`src/rtl/host_cycle_ctrl.sv`:
```
// 65816 clock generator and host (BBC) bus cycle sequencer.
// Runs cpu_phi2 from hsclk in fast mode and stretches it onto the host phi0 for host accesses.
module host_cycle_ctrl #(
    parameter int FAST_HALF   = 2,
    parameter int SYNC_STAGES = 2
) (
    input  logic hsclk_i,
    input  logic reset_i,
    input  logic bbc_phi0_i,
    input  logic bbc_rdy_i,
    input  logic host_req_i,
    input  logic cpu_rnw_i,
    output logic cpu_phi2_o,
    output logic lat_en_o,
    output logic bbc_rnw_o,
    output logic bbc_d_oe_o,
    output logic rd_capture_o,
    output logic host_active_o
);

    localparam int CNT_W = (FAST_HALF > 1) ? $clog2(FAST_HALF) : 1;
    localparam logic [CNT_W-1:0] CNT_LAST = CNT_W'(FAST_HALF - 1);

    typedef enum logic [1:0] {
        FAST      = 2'd0,
        WAIT_FALL = 2'd1,
        HOST_PH1  = 2'd2,
        HOST_PH2  = 2'd3
    } state_t;

    state_t                 state_q, state_d;
    logic [CNT_W-1:0]       cnt_q, cnt_d;
    logic [SYNC_STAGES-1:0] phi0_sync_q;
    logic [SYNC_STAGES-1:0] rdy_sync_q;
    logic                   phi0_d_q;
    logic                   rnw_q, rnw_d;
    logic                   cpu_phi2_q, cpu_phi2_d;
    logic                   lat_en_q, lat_en_d;
    logic                   bbc_rnw_q, bbc_rnw_d;
    logic                   bbc_d_oe_q, bbc_d_oe_d;
    logic                   rd_capture_q, rd_capture_d;
    logic                   host_active_q, host_active_d;

    logic phi0_s, rdy_s, rise, fall;

    assign phi0_s = phi0_sync_q[SYNC_STAGES-1];
    assign rdy_s  = rdy_sync_q[SYNC_STAGES-1];
    assign rise   = phi0_s & ~phi0_d_q;
    assign fall   = ~phi0_s & phi0_d_q;

    always_ff @(posedge hsclk_i) begin
        if (reset_i) begin
            state_q       <= FAST;
            cnt_q         <= '0;
            phi0_sync_q   <= '0;
            rdy_sync_q    <= '0;
            phi0_d_q      <= 1'b0;
            rnw_q         <= 1'b1;
            cpu_phi2_q    <= 1'b0;
            lat_en_q      <= 1'b0;
            bbc_rnw_q     <= 1'b1;
            bbc_d_oe_q    <= 1'b0;
            rd_capture_q  <= 1'b0;
            host_active_q <= 1'b0;
        end else begin
            state_q       <= state_d;
            cnt_q         <= cnt_d;
            phi0_sync_q   <= {phi0_sync_q[SYNC_STAGES-2:0], bbc_phi0_i};
            rdy_sync_q    <= {rdy_sync_q[SYNC_STAGES-2:0], bbc_rdy_i};
            phi0_d_q      <= phi0_s;
            rnw_q         <= rnw_d;
            cpu_phi2_q    <= cpu_phi2_d;
            lat_en_q      <= lat_en_d;
            bbc_rnw_q     <= bbc_rnw_d;
            bbc_d_oe_q    <= bbc_d_oe_d;
            rd_capture_q  <= rd_capture_d;
            host_active_q <= host_active_d;
        end
    end

    always_comb begin
        state_d       = state_q;
        cnt_d         = cnt_q;
        rnw_d         = rnw_q;
        cpu_phi2_d    = cpu_phi2_q;
        lat_en_d      = lat_en_q;
        bbc_rnw_d     = bbc_rnw_q;
        bbc_d_oe_d    = bbc_d_oe_q;
        rd_capture_d  = 1'b0;
        host_active_d = host_active_q;

        case (state_q)
            FAST: begin
                if (cnt_q == CNT_LAST) begin
                    cnt_d = '0;
                    if (!cpu_phi2_q && host_req_i) begin
                        rnw_d         = cpu_rnw_i;
                        host_active_d = 1'b1;
                        // a phi0 fall coinciding with acceptance must not be lost
                        if (fall) begin
                            state_d   = HOST_PH1;
                            lat_en_d  = 1'b1;
                            bbc_rnw_d = cpu_rnw_i;
                        end else begin
                            state_d = WAIT_FALL;
                        end
                    end else begin
                        cpu_phi2_d = ~cpu_phi2_q;
                    end
                end else begin
                    cnt_d = cnt_q + 1'b1;
                end
            end
            WAIT_FALL: begin
                if (fall) begin
                    state_d   = HOST_PH1;
                    lat_en_d  = 1'b1;
                    bbc_rnw_d = rnw_q;
                end
            end
            HOST_PH1: begin
                if (rise) begin
                    state_d    = HOST_PH2;
                    lat_en_d   = 1'b0;
                    cpu_phi2_d = 1'b1;
                    bbc_d_oe_d = ~rnw_q;
                end
            end
            HOST_PH2: begin
                if (fall) begin
                    if (!rnw_q || rdy_s) begin
                        state_d       = FAST;
                        cnt_d         = '0;
                        cpu_phi2_d    = 1'b0;
                        bbc_d_oe_d    = 1'b0;
                        bbc_rnw_d     = 1'b1;
                        host_active_d = 1'b0;
                        rd_capture_d  = rnw_q;
                    end else begin
                        // host RDY low: keep the CPU frozen in phi2 for another host cycle
                        state_d    = HOST_PH1;
                        lat_en_d   = 1'b1;
                        bbc_d_oe_d = 1'b0;
                    end
                end
            end
            default: state_d = FAST;
        endcase
    end

    assign cpu_phi2_o    = cpu_phi2_q;
    assign lat_en_o      = lat_en_q;
    assign bbc_rnw_o     = bbc_rnw_q;
    assign bbc_d_oe_o    = bbc_d_oe_q;
    assign rd_capture_o  = rd_capture_q;
    assign host_active_o = host_active_q;

endmodule

```
`config.mk`:
```
export PLATFORM = sky130hd
export DESIGN_NAME = host_cycle_ctrl
export DESIGN_NICKNAME = d
export VERILOG_FILES = /design/src/rtl/host_cycle_ctrl.sv
export SDC_FILE = /design/constraint.sdc
export NUM_CORES = 1
export LEC_CHECK = 0
export CAP_MARGIN = 40
export CORE_ASPECT_RATIO = 1.1
export CORE_MARGIN = 5
export CORE_UTILIZATION = 30
export DETAILED_ROUTE_END_ITERATION = 7
export DONT_BUFFER_PORTS = 1
export PLACE_DENSITY_LB_ADDON = 0.12
export SYNTH_ARGS = -nofsm -noshare
export SYNTH_HDL_FRONTEND = slang
export SYNTH_SLANG_ARGS = --single-unit
export TNS_END_PERCENT = 1
```
`constraint.sdc`:
```
create_clock -name hsclk_i -period 1.9 [get_ports hsclk_i]
set_clock_uncertainty 0.15 [all_clocks]
set_input_delay 0.19 -clock hsclk_i [delete_from_list [all_inputs] [get_ports hsclk_i]]
set_output_delay 0.19 -clock hsclk_i [all_outputs]
set_load 0.005 [all_outputs]
```
After elaboration in Yosys (flattened, before gate mapping)
Index checks and enable logic that the tools add are counted.
{ "op_classes": {"bitwise_logic": 9, "n_eq_ne": 12, "reduce_logical": 18, "add_sub_neg": 1, "n_mux": 36} }
{ "ops": {"columns": ["op", "n"], "rows": [
  ["2-to-1 mux 1 bit", 22],
  ["!= test 2 bit, second input constant", 9],
  ["AND reduction 5 bit", 3],
  ["2-to-1 mux 2 bit", 7],
  ["AND reduction 3 bit", 3],
  ["case mux 2 bit (4 select lines)", 1],
  ["inverter 1 bit", 7],
  ["AND reduction 7 bit", 1],
  ["case mux 1 bit (2 select lines)", 3],
  ["case mux 1 bit (3 select lines)", 2],
  ["AND reduction 6 bit", 1],
  ["nonzero test 3 bit", 2],
  ["== test 2 bit, second input constant", 2],
  ["case mux 1 bit (4 select lines)", 1],
  ["nonzero test 2 bit", 2],
  ["OR reduction 4 bit", 1],
  ["AND 1 bit", 2],
  ["== test 2 x 1 -> 1 bit, second input constant", 1],
  ["zero test 1 bit", 2],
  ["zero test 2 bit", 1],
  ["adder 1 bit, second input constant", 1],
  ["logical AND 1 bit", 1],
  ["logical OR 1 bit", 1]
]} }
{ "word_totals": {"out_inout_bits": 6, "input_bits": 6, "wordCells": 88, "ff_bits": 15} }

Depth between registers and ports, before layout
Gate-level depths: netlist of the first run.
{ "depth": {"ltp_word": 6, "depth_mapped": 6, "depth_no_buf": 4} }

Worst setup path after synthesis of the first run
OpenSTA, ideal clock, no wires.
{ "synth_timing": {"path_kind": "register -> register", "startpoint": "register phi0_sync_q[1]", "endpoint": "register bbc_rnw_q, in the netlist bbc_rnw_o", "path_stages_with_launch": 5, "required_ps": 1628, "setup_slack_ps": 528, "period_less_slack_ps": 1372, "arrival_ps": 1100, "setup_ps": 122, "path_buffers": 0, "cell_sequence": "dfxtp_1 and2b_2 a21boi_4 a21boi_2 a311o_1"} }
{ "synth_between": {"elab_chain_cells": 4, "elab_cells_between_ends": 6, "classes_between": "eq/ne: 3; bitwise: 2; reduce/logical: 1"} }
{ "synth_lines": {"columns": ["item", "line", "text"], "rows": [
  ["from (decl)", "33", "logic [SYNC_STAGES-1:0] phi0_sync_q;"],
  ["from (signal assigned)", "68", "phi0_sync_q <= {phi0_sync_q[SYNC_STAGES-2:0], bbc_phi0_i};"],
  ["inverter 1 bit *", "49", "assign fall = ~phi0_s & phi0_d_q;"],
  ["AND 1 bit *", "49", null],
  ["!= test 2 bit (no line)", null, null],
  ["AND reduction 7 bit (no line) *", null, null],
  ["to (signal assigned)", "74", "bbc_rnw_q <= bbc_rnw_d;"],
  ["to (decl)", "39", "logic bbc_rnw_q, bbc_rnw_d;"]
]} }
Mark *: on every way between the ends. The rest lies on a longest branch, timed or not.
A chain may end at the register's enable or synchronous reset.

Worst setup path in the final report of the first run
{ "layout_timing": {"startpoint": "register state_q[1]", "endpoint": "register bbc_rnw_q, in the netlist bbc_rnw_o"} }
{ "layout_between": {"elab_chain_cells": 3, "elab_cells_between_ends": 12, "classes_between": "eq/ne: 8; mux: 1; reduce/logical: 3"} }
{ "layout_lines": {"columns": ["item", "line", "text"], "rows": [
  ["from (decl)", "31", "state_t state_q, state_d;"],
  ["from (signal assigned)", "66", "state_q <= state_d;"],
  ["== test 2 bit, or another cell as far along", "92", "case (state_q)"],
  ["!= test 2 bit (no line) / nonzero test 3 bit (equally long branches)", null, null],
  ["AND reduction 7 bit (no line)", null, null]
]} }
Parallel ways exist; a longest one is shown, timed or not.

==> impl_results.html, run 1 <==
<table>
<tr><th>Metric</th><th>Value</th></tr>
<tr><th colspan="2">Power</th></tr>
<tr><td>Clock group share of total power</td><td>just under 30%</td></tr>
<tr><td>Largest voltage drop on the vdd net</td><td>0.480 mV</td></tr>
<tr><td>Sequential share of power</td><td>about 58%</td></tr>
<tr><td>Pwr per Cell Area</td><td>817 mW/mm^2</td></tr>
<tr><td>Leakage</td><td>approximately 0.00027 uW</td></tr>
<tr><td>Comb power frac</td><td>12.8%</td></tr>
<tr><td>Proportion of total power due to net switching</td><td>between 20% and 30%</td></tr>
<tr><td>Internal power component</td><td>approximately 450 uW</td></tr>
<tr><td>Net switching power</td><td>approximately 160 uW</td></tr>
<tr><th colspan="2">Detailed routing</th></tr>
<tr><td>ANT nets after route</td><td>0</td></tr>
<tr><td>Iteration-0 DRC Markers</td><td>9</td></tr>
<tr><td>Remaining design rule violation count</td><td>0</td></tr>
<tr><td>Average via count per standard cell</td><td>roughly 4.6</td></tr>
<tr><td>Average wire per standard cell</td><td>12.9 um</td></tr>
<tr><td>Metal2 WL</td><td>644 um</td></tr>
<tr><td>Wl on met1</td><td>668 um</td></tr>
<tr><td>Highest Signal Layer</td><td>met4</td></tr>
<tr><td>Vias</td><td>501</td></tr>
<tr><td>Met3 Routed Length</td><td>72 um</td></tr>
<tr><td>Wire length reported by the detailed router</td><td>~1400 um</td></tr>
<tr><td>Number of search-and-repair iterations in the first detailed-routing pass</td><td>4</td></tr>
<tr><th colspan="2">Die</th></tr>
<tr><td>Effective utilization at floorplan</td><td>between 30% and 40%</td></tr>
<tr><td>Core box area</td><td>about 0.0022 sq mm</td></tr>
<tr><td>Count of boundary I/O pins</td><td>12</td></tr>
<tr><td>Cell row count</td><td>18</td></tr>
<tr><td>Area enclosed by the die boundary</td><td>between 0.003 and 0.004 sq mm</td></tr>
<tr><td>Die height</td><td>59.4 um</td></tr>
<tr><td>Horizontal extent of the die</td><td>between 50 and 60 um</td></tr>
<tr><th colspan="2">STA</th></tr>
<tr><td>Slew HR</td><td>just over 60%</td></tr>
<tr><td>Min cycle time layout</td><td>1.65 ns</td></tr>
<tr><td>RSZ-0062 raised after global routing</td><td>false</td></tr>
<tr><td>Achievable Freq</td><td>between 600 and 700 MHz</td></tr>
<tr><td>Fin. max-slew vios</td><td>0</td></tr>
<tr><td>Final TNS setup</td><td>0 ns</td></tr>
<tr><td>Setup Viol. Count Final</td><td>0</td></tr>
<tr><td>Final-report hold violation count</td><td>0</td></tr>
<tr><td>Share of the cycle needed by the critical path after routing</td><td>between 80 and 90%</td></tr>
<tr><td>Final WS setup</td><td>around 0.25 ns</td></tr>
<tr><td>Least-Margin Pin Slew</td><td>0.568 ns</td></tr>
<tr><th colspan="2">Setup path</th></tr>
<tr><td>Data required time at the worst endpoint</td><td>between 1.5 and 2 ns</td></tr>
<tr><td>Arrival time worst endpoint</td><td>1.68 ns</td></tr>
<tr><td>Endpoint class of the critical path</td><td>register</td></tr>
<tr><td>Slowest CP cell</td><td>sky130_fd_sc_hd__dfxtp_1</td></tr>
<tr><td>Series of cell instances along the critical path</td><td>nor2_1 &gt; a21boi_4 &gt; a21boi_2 &gt; a311o_1</td></tr>
<tr><td>Number of cell instances on the worst register-to-register path</td><td>4</td></tr>
<tr><td>Max Fanout on Critical Path</td><td>17</td></tr>
<tr><td>Max stage delay on crit path</td><td>approximately 0.63 ns</td></tr>
<tr><td>Worst path buffer plus inverter count</td><td>0</td></tr>
<tr><td>CP Depth</td><td>4</td></tr>
<tr><td>Largest delay share family, worst path</td><td>flip-flops</td></tr>
<tr><td>Startpoint type of the worst setup path</td><td>register</td></tr>
<tr><td>Startpoint-to-endpoint class of the critical path</td><td>reg2reg</td></tr>
<tr><th colspan="2">Finish</th></tr>
<tr><td># nets final</td><td>85</td></tr>
<tr><td>Layout area overhead</td><td>12.8%</td></tr>
<tr><td>Antenna fix cells</td><td>0</td></tr>
<tr><td>Commonest cells after routing, fill and taps aside</td><td>sky130_fd_sc_hd__dfxtp_1 (15), sky130_fd_sc_hd__a21oi_1 (7), sky130_fd_sc_hd__nand2_1 (6), sky130_fd_sc_hd__nor2_1 (6)</td></tr>
<tr><td>Most frequent standard cell in the layout excluding fill and tap cells</td><td>sky130_fd_sc_hd__dfxtp_1</td></tr>
<tr><td>Registers with the most flip-flops</td><td>phi0_sync_q x2, rdy_sync_q x2, state_q x2</td></tr>
<tr><td>Proportion of layout cells with a drive suffix above 1</td><td>about a tenth</td></tr>
<tr><th colspan="2">Clocking</th></tr>
<tr><td>Number of buffers between clock root and the deepest sink</td><td>2</td></tr>
<tr><td>Root buf cell</td><td>sky130_fd_sc_hd__clkbuf_4</td></tr>
<tr><td>Post-CTS setup buffer count</td><td>0</td></tr>
<tr><td>CTS sink cnt</td><td>15</td></tr>
<tr><td>Number of clock buffers inserted by TritonCTS</td><td>3</td></tr>
<tr><td>H-tree Lvls</td><td>1</td></tr>
<tr><td>Clock transition at the registers of the reported paths</td><td>~0.090 ns</td></tr>
<tr><td>Insertion delay of the later-clocked pin in the worst-skew pair</td><td>approximately 0.28 ns</td></tr>
<tr><td>TritonCTS clock tree</td><td>done</td></tr>
<tr><th colspan="2">Synth</th></tr>
<tr><td>Post-Synthesis Cells</td><td>74</td></tr>
<tr><td>Synthesized flop and latch total</td><td>15</td></tr>
<tr><td>Netlist area before placement</td><td>~670 sq um</td></tr>
<tr><td>Yosys warns</td><td>0</td></tr>
<tr><td>Distinct cells, synth</td><td>25</td></tr>
<tr><td>Sequential area share after synthesis</td><td>about 45%</td></tr>
<tr><td>Average footprint of a synthesized cell</td><td>roughly 9.0 sq um</td></tr>
<tr><td>Syn Nets</td><td>80</td></tr>
<tr><th colspan="2">Min path</th></tr>
<tr><td>Worst hold path stage count</td><td>3</td></tr>
<tr><td>Hold/Removal Path Class</td><td>in2reg</td></tr>
<tr><th colspan="2">Placement</th></tr>
<tr><td>Detailed-placement wirelength estimate</td><td>between 900 and 1000 um</td></tr>
<tr><td>GPL Wtd Cong</td><td>roughly 0.7</td></tr>
<tr><td>Dpl ws</td><td>0.254 ns</td></tr>
<tr><td>Count of input and output buffers</td><td>0</td></tr>
<tr><th colspan="2">Run status</th></tr>
<tr><td>Status</td><td>finished, final reports clean</td></tr>
<tr><th colspan="2">GRT</th></tr>
<tr><td>Vias in the first global route</td><td>509</td></tr>
<tr><td>Antenna violations before repair</td><td>0</td></tr>
<tr><td>Total global-route track usage</td><td>roughly 10%</td></tr>
<tr><td>Remaining global-route overflow</td><td>0</td></tr>
<tr><td>Wire length of the first global-routing pass</td><td>2370 um</td></tr>
<tr><td>Pin count of the biggest net entering global routing</td><td>18</td></tr>
<tr><th colspan="2">Flow run</th></tr>
<tr><td># Max-Cap Violations</td><td>0</td></tr>
</table>
-- through the flow --
step	total power, uW	util, %	instance area (sq um)	cells	hold slack (ns)
after floorplan	418	-	666	74	0.112
after global placement	430	31.3	684	100	0.113
after detailed placement	429	31.3	684	100	0.115
after CTS	627	34.4	751	108	0.0691
after global routing	655	34.4	751	108	0.0971
final	613	34.4	751	108	0.0785
-- cell type report --
class	instances	area, sq um
sequential	15	300
fill	251	1430
inverter	1	3.75
multi-input combinational	54	343
tap	30	37.5
timing repair buffer	4	40.0
clock buffer	4	26.3
-- cell families after synthesis --
logic type | after synthesis | share of synthesized area, %
buf+inv | 5 | 3.38
mux | 2 | 3.01
compound gates | 17 | 18.6
simple gates | 35 | 29.9
flops | 15 | 45.1
-- synthesized netlist by cell type --
cell type	number	area share, %
sky130_fd_sc_hd__a211o_1	1	1.3
sky130_fd_sc_hd__a211oi_1	2	2.3
sky130_fd_sc_hd__a21bo_2	1	1.5
sky130_fd_sc_hd__a21boi_2	1	1.7
sky130_fd_sc_hd__a21boi_4	1	2.8
sky130_fd_sc_hd__a21oi_1	7	5.3
sky130_fd_sc_hd__a311o_1	1	1.5
sky130_fd_sc_hd__and2b_2	1	1.3
sky130_fd_sc_hd__buf_2	3	2.3
sky130_fd_sc_hd__clkbuf_1	1	0.56
sky130_fd_sc_hd__dfxtp_1	15	45
sky130_fd_sc_hd__inv_1	1	0.56
sky130_fd_sc_hd__mux2i_1	2	3.0
sky130_fd_sc_hd__nand2_1	6	3.4
sky130_fd_sc_hd__nand2b_1	5	4.7
sky130_fd_sc_hd__nand3b_1	4	4.5
sky130_fd_sc_hd__nand4_1	1	0.94
sky130_fd_sc_hd__nor2_1	6	3.4
sky130_fd_sc_hd__nor2b_1	5	4.7
sky130_fd_sc_hd__nor3_1	4	3.0
sky130_fd_sc_hd__nor3b_1	1	1.1
sky130_fd_sc_hd__nor3b_2	1	1.9
sky130_fd_sc_hd__o21ai_0	2	1.5
sky130_fd_sc_hd__o21ai_1	1	0.75
sky130_fd_sc_hd__or3_1	1	0.94
-- path summary, 6_finish.rpt --
kind | slack [ns] | start | to
setup / recovery | 0.25 | state_q[1]$_SDFFE_PP0P_ | bbc_rnw_o$_SDFFE_PP1P_
hold / removal | 0.08 | cpu_rnw_i | bbc_rnw_o$_SDFFE_PP1P_
setup reg to reg | 0.25 | state_q[1]$_SDFFE_PP0P_ | bbc_rnw_o$_SDFFE_PP1P_
hold reg to reg | 0.29 | phi0_sync_q[0]$_SDFF_PP0_ | phi0_sync_q[1]$_SDFF_PP0_
-- per-layer routing --
metal | global-route usage, % | vias to the layer above
li1 | - | 264
met1 | 12.4 | 228
met2 | 15.4 | 7
met3 | 3.27 | 2
met4 | 6.25 | 0
met5 | 0 | -
-- worst min-delay path: stages --
cell and delay, ns:
sky130_fd_sc_hd__nor2_1 0.02, sky130_fd_sc_hd__a21oi_1 0.11, sky130_fd_sc_hd__a311o_1 0.16
-- power by group through the flow --
stage               combinational [uW]  sequential [uW]  clock, uW
floorplan                         67.5              351          0
finish                            78.4              354        181
global route                      88.0              358        209
CTS                               78.9              354        194
global placement                  67.5              363          0
detailed placement                67.2              362          0
-- what timing repair did --
| item | 4_1_cts | 5_1_grt |
|---|---|---|
| endpoints found under the setup margin | 0 | 0 |
| resized for setup | 0 | 0 |
| hold buffers | 4 | 0 |
| endpoints found under the hold margin | 15 | 0 |
No activity file was read; power rests on OpenSTA's default activity.
==> inputs of run 2 (changes only) <==
CORE_ASPECT_RATIO = default   (was 1.1)
==> run 2 against run 1 <==
Compared with the run above: design area is 0.33% lower; critical path type unchanged; setup slack worse by 0.0071 ns; critical path depth unchanged; register-to-register slack hardly changed; die area barely moved; largest power group unchanged; clock-buffer cell count is the same; clock power barely moved; hold slack gained 0.0087 ns.
==> impl_results.html, run 2 (synthesized netlist as in run 1, its figures left out) <==
<table>
<tr><th>Metric</th><th>Value</th></tr>
<tr><th colspan="2">STA</th></tr>
<tr><td>RSZ-0062 raised after global routing</td><td>false</td></tr>
<tr><td>Share of the cycle needed by the critical path after routing</td><td>around 87%</td></tr>
<tr><td>Final TNS setup</td><td>0 ns</td></tr>
<tr><td>Fin. max-slew vios</td><td>0</td></tr>
<tr><td>Setup Viol. Count Final</td><td>0</td></tr>
<tr><td>Final WS setup</td><td>0.241 ns</td></tr>
<tr><td>Min cycle time layout</td><td>1.66 ns</td></tr>
<tr><td>Final-report hold violation count</td><td>0</td></tr>
<tr><td>Least-Margin Pin Slew</td><td>0.561 ns</td></tr>
<tr><td>Achievable Freq</td><td>around 600 MHz</td></tr>
<tr><td>Slew HR</td><td>between 60% and 70%</td></tr>
<tr><th colspan="2">Finish</th></tr>
<tr><td>Registers with the most flip-flops</td><td>phi0_sync_q x2, rdy_sync_q x2, state_q x2</td></tr>
<tr><td>Proportion of layout cells with a drive suffix above 1</td><td>about a tenth</td></tr>
<tr><td>Count of filler cells inserted in the layout</td><td>between 200 and 250</td></tr>
<tr><td>Antenna fix cells</td><td>0</td></tr>
<tr><td>Layout area overhead</td><td>12.4%</td></tr>
<tr><td>Sequential cell area</td><td>between 300 and 400 sq um</td></tr>
<tr><td>Multi-input gate area in the final layout</td><td>between 300 and 400 sq um</td></tr>
<tr><td>Most frequent standard cell in the layout excluding fill and tap cells</td><td>sky130_fd_sc_hd__dfxtp_1</td></tr>
<tr><td>Commonest cells after routing, fill and taps aside</td><td>sky130_fd_sc_hd__dfxtp_1 (15), sky130_fd_sc_hd__a21oi_1 (7), sky130_fd_sc_hd__nand2_1 (6), sky130_fd_sc_hd__nor2_1 (6)</td></tr>
<tr><td>Cell Count, Final, Fillers Out</td><td>roughly 110</td></tr>
<tr><td># nets final</td><td>between 80 and 90</td></tr>
<tr><th colspan="2">Setup path</th></tr>
<tr><td>Reg2reg setup slack</td><td>0.24 ns</td></tr>
<tr><td>Endpoint class of the critical path</td><td>register</td></tr>
<tr><td>Startpoint type of the worst setup path</td><td>register</td></tr>
<tr><td>Data required time at the worst endpoint</td><td>roughly 1.9 ns</td></tr>
<tr><td>Max Fanout on Critical Path</td><td>17</td></tr>
<tr><td>Arrival time worst endpoint</td><td>approximately 1.7 ns</td></tr>
<tr><td>Startpoint-to-endpoint class of the critical path</td><td>reg2reg</td></tr>
<tr><th colspan="2">Die</th></tr>
<tr><td>Count of boundary I/O pins</td><td>12</td></tr>
<tr><td>Horizontal extent of the die</td><td>57.1 um</td></tr>
<tr><td>Cell row count</td><td>17</td></tr>
<tr><td>Core box area</td><td>0.00217 sq mm</td></tr>
<tr><td>Effective utilization at floorplan</td><td>between 30% and 40%</td></tr>
<tr><td>Die height</td><td>57.1 um</td></tr>
<tr><td>Area enclosed by the die boundary</td><td>around 0.0033 sq mm</td></tr>
<tr><th colspan="2">Clocking</th></tr>
<tr><td>TritonCTS clock tree</td><td>done</td></tr>
<tr><td>CTS sink cnt</td><td>15</td></tr>
<tr><td>Resized Gates After CTS</td><td>0</td></tr>
<tr><td>Number of buffers between clock root and the deepest sink</td><td>2</td></tr>
<tr><td>H-tree Lvls</td><td>1</td></tr>
<tr><td>Insertion delay of the later-clocked pin in the worst-skew pair</td><td>0.28 ns</td></tr>
<tr><td>Number of clock buffers inserted by TritonCTS</td><td>3</td></tr>
<tr><td>Root buf cell</td><td>sky130_fd_sc_hd__clkbuf_4</td></tr>
<tr><td>Clock transition at the registers of the reported paths</td><td>around 0.090 ns</td></tr>
<tr><th colspan="2">Power</th></tr>
<tr><td>Largest voltage drop on the vdd net</td><td>between 0.3 and 0.4 mV</td></tr>
<tr><td>Leakage</td><td>0.000272 uW</td></tr>
<tr><td>Pwr per Cell Area</td><td>818 mW/mm^2</td></tr>
<tr><th colspan="2">Detailed routing</th></tr>
<tr><td>Remaining design rule violation count</td><td>0</td></tr>
<tr><td>Number of search-and-repair iterations in the first detailed-routing pass</td><td>4</td></tr>
<tr><td>Wire length reported by the detailed router</td><td>~1400 um</td></tr>
<tr><td>Vias</td><td>roughly 510</td></tr>
<tr><td>Average via count per standard cell</td><td>slightly below 5</td></tr>
<tr><td>Average wire per standard cell</td><td>13.1 um</td></tr>
<tr><td>Iteration-0 DRC Markers</td><td>3</td></tr>
<tr><td>ANT nets after route</td><td>0</td></tr>
<tr><th colspan="2">Min path</th></tr>
<tr><td>Hold/Removal Path Class</td><td>in2reg</td></tr>
<tr><th colspan="2">GRT</th></tr>
<tr><td>Fraction of met2 tracks used by global routing</td><td>12.9%</td></tr>
<tr><td>Remaining global-route overflow</td><td>0</td></tr>
<tr><td>Most Used Layer, Global Route</td><td>met2</td></tr>
<tr><td>Met3 demand-to-capacity share in global routing</td><td>3.39%</td></tr>
<tr><td>GR met1 Demand/Resource</td><td>roughly an eighth</td></tr>
<tr><td>Antenna violations before repair</td><td>0</td></tr>
<tr><td>Wire length of the first global-routing pass</td><td>between 2000 and 2500 um</td></tr>
<tr><td>Vias in the first global route</td><td>470</td></tr>
<tr><td>Total global-route track usage</td><td>8.92%</td></tr>
<tr><td>Pin count of the biggest net entering global routing</td><td>18</td></tr>
<tr><th colspan="2">Placement</th></tr>
<tr><td>Detailed-placement wirelength estimate</td><td>940 um</td></tr>
<tr><td>Count of input and output buffers</td><td>0</td></tr>
<tr><td>GPL Wtd Cong</td><td>0.793</td></tr>
<tr><td>Dpl ws</td><td>roughly 0.26 ns</td></tr>
<tr><td>Placed instance count</td><td>between 90 and 100</td></tr>
<tr><th colspan="2">Flow run</th></tr>
<tr><td># Max-Cap Violations</td><td>0</td></tr>
<tr><th colspan="2">Run status</th></tr>
<tr><td>Status</td><td>finished, final reports clean</td></tr>
</table>
[run 2: cell counts in the layout (fill, tap and decap cells not counted)]
Identical to the previous run, type by type.
[run 2: power breakdown]
| group | leakage, uW | switching (uW) | internal, uW |
|---|---|---|---|
| Combinational | 0.000134 | 38.8 | 39.1 |
| Clock | 0.0000150 | 98.2 | 81.3 |
| Sequential | 0.000123 | 21.9 | 332 |
| Total | 0.000272 | 159 | 453 |
[run 2: routing by layer]
layer / up-vias / wire, um
li1: 263 / -
met1: 237 / 646
met2: 10 / 654
met3: 2 / 72
met4: 0 / 13
met5: - / 0
[run 2: final timing paths]
kind | from | to | cells after the start
max reg2reg | state_q[1]$_SDFFE_PP0P_ | bbc_rnw_o$_SDFFE_PP1P_ | 4
min | cpu_rnw_i | bbc_rnw_o$_SDFFE_PP1P_ | 3
max | state_q[1]$_SDFFE_PP0P_ | bbc_rnw_o$_SDFFE_PP1P_ | 4
min reg2reg | phi0_sync_q[0]$_SDFF_PP0_ | phi0_sync_q[1]$_SDFF_PP0_ | 1
[run 2: final cells by class]
type | instances | share of cell area, %
Multi-Input combinational cell | 54 | 45.8
Sequential cell | 15 | 40.1
Timing Repair Buffer | 4 | 5.35
Tap cell | 28 | 4.68
Clock buffer | 4 | 3.51
Inverter | 1 | 0.502
[run 2: worst max-delay path: stages, from the launching register on]
cell	delay [ns]
sky130_fd_sc_hd__dfxtp_1	0.64
sky130_fd_sc_hd__nor2_1	0.18
sky130_fd_sc_hd__a21boi_4	0.21
sky130_fd_sc_hd__a21boi_2	0.07
sky130_fd_sc_hd__a311o_1	0.31
[run 2: through the flow]
step                total power, uW  hold WS [ns]  utilization (%)  instance area [sq um]
global route                    648        0.0924             34.5                    748
finish                          612        0.0872             34.5                    748
floorplan                       418         0.112                -                    666
CTS                             624        0.0790             34.5                    748
detailed placement              429         0.113             31.4                    682
global placement                430         0.114             31.4                    682
[run 2: repair_timing]
item                                   CTS  global route
endpoints found under the hold margin   15             0
hold buffers                             4             0
setup buffers                            0             0
